===== src/rtl/serial_add_ctrl.sv =====
// -----------------------------------------------------------------------------
// serial_add_ctrl
//
// Bit-serial add/subtract sequencer for an external 1-bit full adder cell.
// The block loads two WIDTH-bit operands on an accepted start. It then presents
// one bit pair plus the stored carry per clock, LSB first, on fa_a/fa_b/fa_cin.
// Each cycle it captures fa_s/fa_cout from the cell, and it assembles the
// result, the final carry and the two's-complement overflow.
//
// Subtraction is a + ~b + 1. The operand B is inverted at load time, and the
// carry register is seeded with 1.
//
// Ports
//   clk        in   1      system clock, rising edge
//   rst_n      in   1      asynchronous active-low reset
//   start      in   1      operation request, sampled only while idle
//   sub        in   1      0: a+b, 1: a-b (sampled with start)
//   op_a       in   WIDTH  operand A (sampled with start)
//   op_b       in   WIDTH  operand B (sampled with start)
//   fa_a       out  1      to full adder a input
//   fa_b       out  1      to full adder b input
//   fa_cin     out  1      to full adder carry-in
//   fa_s       in   1      from full adder sum
//   fa_cout    in   1      from full adder carry-out
//   busy       out  1      high while an operation is running or completing
//   done       out  1      one-cycle pulse, result fields valid
//   result     out  WIDTH  sum/difference, held until the next accepted start
//   carry_out  out  1      final carry (subtract: 1 = no borrow)
//   overflow   out  1      two's-complement overflow
// -----------------------------------------------------------------------------
module serial_add_ctrl #(
    parameter int WIDTH = 8
) (
    input  logic             clk,
    input  logic             rst_n,
    input  logic             start,
    input  logic             sub,
    input  logic [WIDTH-1:0] op_a,
    input  logic [WIDTH-1:0] op_b,
    output logic             fa_a,
    output logic             fa_b,
    output logic             fa_cin,
    input  logic             fa_s,
    input  logic             fa_cout,
    output logic             busy,
    output logic             done,
    output logic [WIDTH-1:0] result,
    output logic             carry_out,
    output logic             overflow
);

    localparam int CW = $clog2(WIDTH);
    localparam logic [CW-1:0] LAST_BIT = CW'(WIDTH - 1);

    typedef enum logic [1:0] {
        ST_IDLE = 2'd0,
        ST_RUN  = 2'd1,
        ST_DONE = 2'd2
    } state_t;

    state_t           state_r;
    state_t           state_s;
    logic             load_s;
    logic             step_s;
    logic             last_s;

    logic [WIDTH-1:0] a_r;
    logic [WIDTH-1:0] b_r;
    logic             carry_r;
    logic [CW-1:0]    cnt_r;
    logic [WIDTH-1:0] result_r;
    logic             carry_out_r;
    logic             overflow_r;
    logic             busy_r;
    logic             done_r;

    // Next-state and datapath control decode
    always_comb begin
        state_s = state_r;
        load_s  = 1'b0;
        step_s  = 1'b0;
        last_s  = 1'b0;
        case (state_r)
            ST_IDLE: begin
                if (start) begin
                    load_s  = 1'b1;
                    state_s = ST_RUN;
                end else begin
                    state_s = ST_IDLE;
                end
            end
            ST_RUN: begin
                step_s = 1'b1;
                if (cnt_r == LAST_BIT) begin
                    last_s  = 1'b1;
                    state_s = ST_DONE;
                end else begin
                    state_s = ST_RUN;
                end
            end
            ST_DONE: begin
                state_s = ST_IDLE;
            end
            default: begin
                state_s = ST_IDLE;
            end
        endcase
    end

    // State register and the status flags derived from the next state
    always_ff @(posedge clk or negedge rst_n) begin
        if (!rst_n) begin
            state_r <= ST_IDLE;
            busy_r  <= 1'b0;
            done_r  <= 1'b0;
        end else begin
            state_r <= state_s;
            busy_r  <= (state_s != ST_IDLE);
            done_r  <= (state_s == ST_DONE);
        end
    end

    // Operand shifters, carry, bit counter and result assembly
    always_ff @(posedge clk or negedge rst_n) begin
        if (!rst_n) begin
            a_r         <= '0;
            b_r         <= '0;
            carry_r     <= 1'b0;
            cnt_r       <= '0;
            result_r    <= '0;
            carry_out_r <= 1'b0;
            overflow_r  <= 1'b0;
        end else if (load_s) begin
            a_r     <= op_a;
            b_r     <= sub ? ~op_b : op_b;
            carry_r <= sub;
            cnt_r   <= '0;
        end else if (step_s) begin
            // Sum bits arrive LSB first and are shifted in from the top.
            result_r <= {fa_s, result_r[WIDTH-1:1]};
            carry_r  <= fa_cout;
            a_r      <= {1'b0, a_r[WIDTH-1:1]};
            b_r      <= {1'b0, b_r[WIDTH-1:1]};
            cnt_r    <= cnt_r + CW'(1);
            if (last_s) begin
                // At the MSB, the carry in and the carry out disagree exactly on signed overflow.
                overflow_r  <= carry_r ^ fa_cout;
                carry_out_r <= fa_cout;
            end else begin
                overflow_r  <= overflow_r;
                carry_out_r <= carry_out_r;
            end
        end else begin
            a_r         <= a_r;
            b_r         <= b_r;
            carry_r     <= carry_r;
            cnt_r       <= cnt_r;
            result_r    <= result_r;
            carry_out_r <= carry_out_r;
            overflow_r  <= overflow_r;
        end
    end

    // Full adder drive: live bit pair and carry only while running, quiet otherwise
    always_comb begin
        if (state_r == ST_RUN) begin
            fa_a   = a_r[0];
            fa_b   = b_r[0];
            fa_cin = carry_r;
        end else begin
            fa_a   = 1'b0;
            fa_b   = 1'b0;
            fa_cin = 1'b0;
        end
    end

    assign busy      = busy_r;
    assign done      = done_r;
    assign result    = result_r;
    assign carry_out = carry_out_r;
    assign overflow  = overflow_r;

endmodule


===== config.mk =====
export PLATFORM = sky130hd
export DESIGN_NAME = serial_add_ctrl
export DESIGN_NICKNAME = d
export VERILOG_FILES = /design/src/rtl/serial_add_ctrl.sv
export SDC_FILE = /design/constraint.sdc
export NUM_CORES = 1
export LEC_CHECK = 0
export CAP_MARGIN = 10
export CORE_AREA = 2 2 74 76
export CTS_CLUSTER_DIAMETER = 50
export DETAILED_ROUTE_END_ITERATION = 7
export DIE_AREA = 0 0 76 78
export RECOVER_POWER = 100
export REMOVE_ABC_BUFFERS = 1
export SYNTH_ARGS = -nofsm -noshare
export SYNTH_HDL_FRONTEND = slang
export SYNTH_SLANG_ARGS = --single-unit
export TNS_END_PERCENT = 10

===== constraint.sdc =====
create_clock -name clk -period 1.5 [get_ports clk]
set_input_delay 0.375 -clock clk [delete_from_list [all_inputs] [get_ports clk]]
set_output_delay 0.375 -clock clk [all_outputs]
set_load 0.05 [all_outputs]

==> reports/results.ini, run 1 <==
[critical_path]
start_kind = register
cp_top_family = simple AND/OR/NAND/NOR gates
crit_arrival_ns = 1.25
crit_buf_inv = 1
cp.required_ns = 1.12
slowest_stage = dfrtp_1
end_kind = output pin
reg2regPathDepth = 6
path_class = reg2out
r2r_end = b_r[1]
path_cells = and2b_4, and2_4, buf_12
slowest_delay_ns = 0.38
rrSetupSlack_ns = 0.03
r2r-start = state_r[1]
critPathMaxFanout = 6

[cells_and_area]
final_area_mm2 = 0.00231
layout.nets = 226
multi_input_area_um2 = 599
area_growth_pct = 55.5
diodes = 0
layout-drive-gt1-share_pct = 27.1
regArea_um2 = 851
fin_util_pct = 45.8
fillCellCount = 495

[clocking]
cts_hold_buffers = 0
clk_pin_slew_worst_paths_ns = 0.07
cts_max_path_buffers = 2
cts_tree = yes
worstSkewPairLatency_ns = 0.29
cts_root_buffer = clkbuf_8
cts_buffers = 5
htreeDepth = 2
cts.sinks = 34

[global_route]
top_usage_layer = met2
grt_max_degree = 35
antenna_found_initial = 0
grt_pass1_wl_um = 5790
gr-usage-met1_pct = 16.5
grt_overflow = 0
met2_usage_pct = 18.4
first_global_vias = 1216
grt_util_met3_pct = 4.30
track_usage_pct = 12.4

[die]
io-pin-count = 37
num_rows = 26
start_util_pct = 29.5
die_h_um = 78
die_area_mm2 = 0.00593
coreArea_mm2 = 0.00504
die_w_um = 76

[synthesis]
synth_cell_types = 25
yosysWarnings = 0
syn_inst = 150
syn_area_mm2 = 0.00149
synth_seq_area_share_pct = 57.2
synth_seq_cells = 34
avgSynthCellArea_um2 = 9.91

[sta]
finClkSkew_ns = 0.00680
setup-violations-final = 3
rsz0062_at_grt = yes
setup_ws_ns = -0.127
slew_violations = 0
fmax_mhz = 615
holdWs_ns = 0.477
fin_crit_ns = 1.63
hold_viol = 0
tightest_slew_ns = 0.831
min_period_over_period_pct = 108
relSlewSlack_pct = 44.6
tns_ns = -0.372

[detailed_routing]
ant_nets = 0
vias = 1188
drt_wl_total_um = 3170
drc = 0
viasPerCell = 4.35
drtIter0Drc = 79
firstDrtPassIters = 4
avgRoutedWirePerCell_um = 11.6

[placed_design]
dpl.hpwl_um = 2240
placed_area_mm2 = 0.00218
io_buffers = 36
post-place-ws_ns = -0.244
routabilityCongestion = 0.767

[pwr]
clock_power_share_pct = 13.7
p_switching_w = 0.00205
vdd_ir_drop_max_uv = 1030
comb_power_share_pct = 54.7
power_density_mw_per_mm2 = 2220
intPower_w = 0.00308
seqPwrFrac_pct = 31.6
leakage_nw = 1.07
sw_frac_of_total_pct = 40.0

[min_path]
hold_depth = 2
hold_class = reg2reg
worstHoldStart = a_r[1]
hold_end = a_r[1]

[job]
max-cap-violations = 0

[status]
violations = negative setup slack
status = finished with violations

[routing by layer]
layer / vias up / wire [um]
li1: 598 / -
met1: 555 / 1590
met2: 28 / 1350
met3: 7 / 167
met4: 0 / 60
met5: - / 0
[worst max path at each step]
stage | from | end | slack (ns) | depth (start not counted)
6_report | state_r[1] | fa_cin | -0.13 | 3
5_1_grt | state_r[1] | fa_cin | -0.18 | 3
4_1_cts | state_r[1] | fa_cin | -0.15 | 3
3_5_place_dp | start | b_r[6] | -0.24 | 5
3_3_place_gp | start | a_r[6] | -0.20 | 5
2_1_floorplan | state_r[1] | fa_a | -0.39 | 2
[logic make-up after synthesis]
family,after synthesis,synth area share (%)
and+or+nand+nor,72,20.4
DFF,34,57.2
AOI/OAI and AO/OA,21,10.9
buffers and inverters,11,3.79
xor gates and xnor gates,9,5.30
adders and majority gates,2,1.68
muxes,1,0.758
[power groups by stage]
stage | Sequential, W | Clock [W] | Combinational [W]
finish | 0.00162 | 0.000702 | 0.00281
global route | 0.00168 | 0.000776 | 0.00304
CTS | 0.00163 | 0.000730 | 0.00280
detailed placement | 0.00164 | 0 | 0.00270
global placement | 0.00162 | 0 | 0.00267
floorplan | 0.00200 | 0 | 0.000951
[worst min-delay path, delay by kind of cell, from the launching register on]
kind | cells | cell delay [ns]
AND/OR/NAND/NOR | 2 | 0.11
flip-flops | 1 | 0.34
[state kept, by name, summed over array words and instances (netlist names)]
register / flops
a_r: 8
b_r: 8
result: 8
cnt_r: 3
state_r: 2
busy: 1
carry_out: 1
carry_r: 1
done: 1
overflow: 1
[cell usage after synthesis (all sizes together)]
cell type	count	area (um^2)
nand2	47	176
dfrtp	34	851
nor2	12	45.0
xnor2	9	78.8
a221o	7	75.1
buf	6	36.3
a31oi	5	31.3
and2	5	31.3
clkbuf	4	16.3
nand3	4	20.0
a22oi	3	22.5
o21ai	3	15.0
a21oi	2	10.0
ha	2	25.0
and2b	1	7.51
inv	1	3.75
mux2	1	11.3
nand2b	1	6.26
nor3b	1	7.51
o21bai	1	7.51
or3b	1	8.76
[cell type report]
class	instances	area share [%]
sequential	34	36.8
inverter	1	0.162
clock inverter	2	0.541
clock buffer	6	3.57
multi-input combinational	105	25.9
timing repair buffer	55	29.2
tap	70	3.79
[what timing repair did]
item                                   4_1_cts  5_1_grt
buffers inserted                             2        1
setup endpoints to repair                    3        5
gates resized for setup                      5        7
pin swaps                                    2        1
endpoints found under the hold margin        0        0
[placed cells by master (no fill, tap or decap), drive strengths merged]
cell / Yosys / final
a31oi: 5 / 5
mux2: 1 / 1
inv: 1 / 1
a21oi: 2 / 2
o21bai: 1 / 1
nand3: 4 / 4
clkinv: 0 / 1
clkdlybuf4s50: 0 / 20
clkinvlp: 0 / 1
nand2b: 1 / 1
dlygate4sd3: 0 / 1
and2: 5 / 5
nor2: 12 / 12
nand2: 47 / 47
and2b: 1 / 1
dfrtp: 34 / 34
nor3b: 1 / 1
o21ai: 3 / 3
or3b: 1 / 1
ha: 2 / 2
a221o: 7 / 7
a22oi: 3 / 3
buf: 6 / 33
clkbuf: 4 / 7
xnor2: 9 / 9
[stage by stage]
step                power, W  cells
floorplan            0.00295    140
global placement     0.00429    262
detailed placement   0.00433    262
CTS                  0.00515    272
global route         0.00550    273
finish               0.00513    273
No activity file was read; power rests on OpenSTA's default activity.
==> inputs of run 2 (changes only) <==
Settings changed: CORE_AREA 2 2 74 76 to 8 8 80 82, DIE_AREA 0 0 76 78 to 0 0 88 90.
==> reports/results.ini, run 2 (same netlist as run 1, synthesis figures left out) <==
[clocking]
worstSkewPairLatency_ns = 0.28  ; about the same
cts_buffers = 5  ; unchanged
cts_tree = yes
cts.sinks = 34  ; unchanged
cts_max_path_buffers = 2  ; unchanged
htreeDepth = 2  ; unchanged
cts_root_buffer = clkbuf_8
clk_pin_slew_worst_paths_ns = 0.07  ; about the same
cts_hold_buffers = 0  ; unchanged

[critical_path]
cp.required_ns = 1.12  ; about the same
start_kind = register
critPathMaxFanout = 5  ; -1
slowest_delay_ns = 0.38  ; about the same
path_class = reg2out
crit_arrival_ns = 1.23  ; -0.02 ns
end_kind = output pin
path_cells = and2b_2, and2_4, buf_12
slowest_stage = dfrtp_1

[die]
coreArea_mm2 = 0.00524  ; +3.8%
io-pin-count = 37  ; unchanged
start_util_pct = 28.4  ; -1.1 points
die_w_um = 88  ; +16%
num_rows = 27  ; +3.8%
die_area_mm2 = 0.00792  ; +34%
die_h_um = 90  ; +15%

[global_route]
grt_overflow = 0  ; unchanged
first_global_vias = 1226  ; +0.82%
antenna_found_initial = 0  ; unchanged
track_usage_pct = 9.56  ; -2.9 points
grt_max_degree = 35  ; unchanged
grt_pass1_wl_um = 6040  ; +4.4%

[placed_design]
io_buffers = 36  ; unchanged
routabilityCongestion = 0.702  ; -8.6%
dp_cells = 262  ; unchanged
dpl.hpwl_um = 2480  ; +11%

[pwr]
vdd_ir_drop_max_uv = 746  ; -28%
leakage_nw = 0.995  ; -6.6%
total_power_w = 0.00471  ; -8.2%
power_density_mw_per_mm2 = 2240  ; +1.0%

[cells_and_area]
layout-drive-gt1-share_pct = 23.6  ; -3.5 points
mostFrequentLayoutCells = 47 x nand2_1, 34 x dfrtp_1, 19 x clkdlybuf4s50_1, 15 x clkbuf_2
final_common_cell = nand2_1
area_growth_pct = 41.3
instances_no_fill = 271  ; -0.73%
layout.nets = 223  ; -1.3%
diodes = 0  ; unchanged

[detailed_routing]
avgRoutedWirePerCell_um = 12.9  ; +11%
drt_wl_total_um = 3490  ; +10%
vias = 1193  ; +0.42%
drtIter0Drc = 56  ; -29%
firstDrtPassIters = 4  ; unchanged
drc = 0  ; unchanged
ant_nets = 0  ; unchanged
viasPerCell = 4.40  ; +1.2%

[sta]
setup-violations-final = 12  ; +9
setup_ws_ns = -0.105  ; +0.0218 ns
relSlewSlack_pct = 44.3  ; -0.27 points
min_period_over_period_pct = 107  ; -1.5 points
hold_viol = 0  ; unchanged
slew_violations = 0  ; unchanged
rsz0062_at_grt = yes
fin_crit_ns = 1.60  ; -0.0218 ns
finClkSkew_ns = 0.00378  ; -0.00302 ns
holdWs_ns = 0.472  ; -0.00486 ns
fmax_mhz = 623  ; +1.4%
tightest_slew_ns = 0.835  ; +0.00399 ns

[status]
status = finished with violations
violations = negative setup slack

[job]
max-cap-violations = 0  ; unchanged

[min_path]
hold_class = reg2reg

==> run 2: changes by cell type in the layout (fill, tap and decap cells not counted), sizes merged <==
cell / previous run / this run
clkbuf: 7 / 21
clkinv: 1 / 0
bufinv: 0 / 1
clkinvlp: 1 / 0
buf: 33 / 16
clkdlybuf4s50: 20 / 19
dlygate4sd3: 1 / 2
==> run 2: metal layers <==
layer  vias up  global-route usage (%)  routed length [um]  part of all wire [%]
li1        591                       -                   -                     -
met1       568                    12.4                1650                    47
met2        28                    13.3                1530                    44
met3         6                    4.46                 259                   7.4
met4         0                    3.44                  51                   1.5
met5         -                       0                   0                     0
==> run 2: stage by stage <==
stage	worst slack (ns)	area, um^2	util (%)	TNS [ns]
6_report	-0.105	2100	40.1	-0.610
5_1_grt	-0.153	2100	40.1	-1.84
4_1_cts	-0.121	2310	44.2	-0.356
3_5_place_dp	-0.218	2180	41.6	-3.62
3_3_place_gp	-0.201	2180	41.6	-3.08
2_1_floorplan	-0.385	1430	-	-1.34
==> run 2: worst paths after layout <==
kind | cells after the start | endpoint | start | slack, ns
min in group asynchronous | 2 | a_r[4] | rst_n | 0.73
worst max register to register | 4 | carry_out | state_r[1] | 0.04
worst min-delay path | 2 | result[0] | result[0] | 0.47
worst min register to register | 2 | result[0] | result[0] | 0.47
worst max-delay path | 3 | fa_a | state_r[1] | -0.10
max in group asynchronous | 2 | b_r[2] | rst_n | 0.25
==> run 2: worst max-delay path: cells and delay by family, from the launching register on <==
kind | cells | cell delay (ns)
simple gates | 2 | 0.45
flops | 1 | 0.38
buf+inv | 1 | 0.13
==> run 2: where the power goes <==
group          internal [W]  switching (W)
Combinational      0.000904        0.00142
Clock              0.000531       0.000309
Sequential          0.00132       0.000232
Total               0.00276        0.00196
==> run 2: what timing repair did <==
action / 4_1_cts / 5_1_grt
gates resized for setup: 4 / 0
endpoints found under the hold margin: 0 / 0
setup buffers: 2 / 0
setup endpoints to repair: 3 / 3
pin swaps: 3 / 0
==> run 2: cell type report <==
type                            count  area, um^2
Multi-Input combinational cell    105         588
Tap cell                           72        90.1
Fill cell                         534        3140
Clock buffer                        6        82.6
Clock inverter                      1        30.0
Inverter                            1        3.75
Timing Repair Buffer               52         455
Sequential cell                    34         851
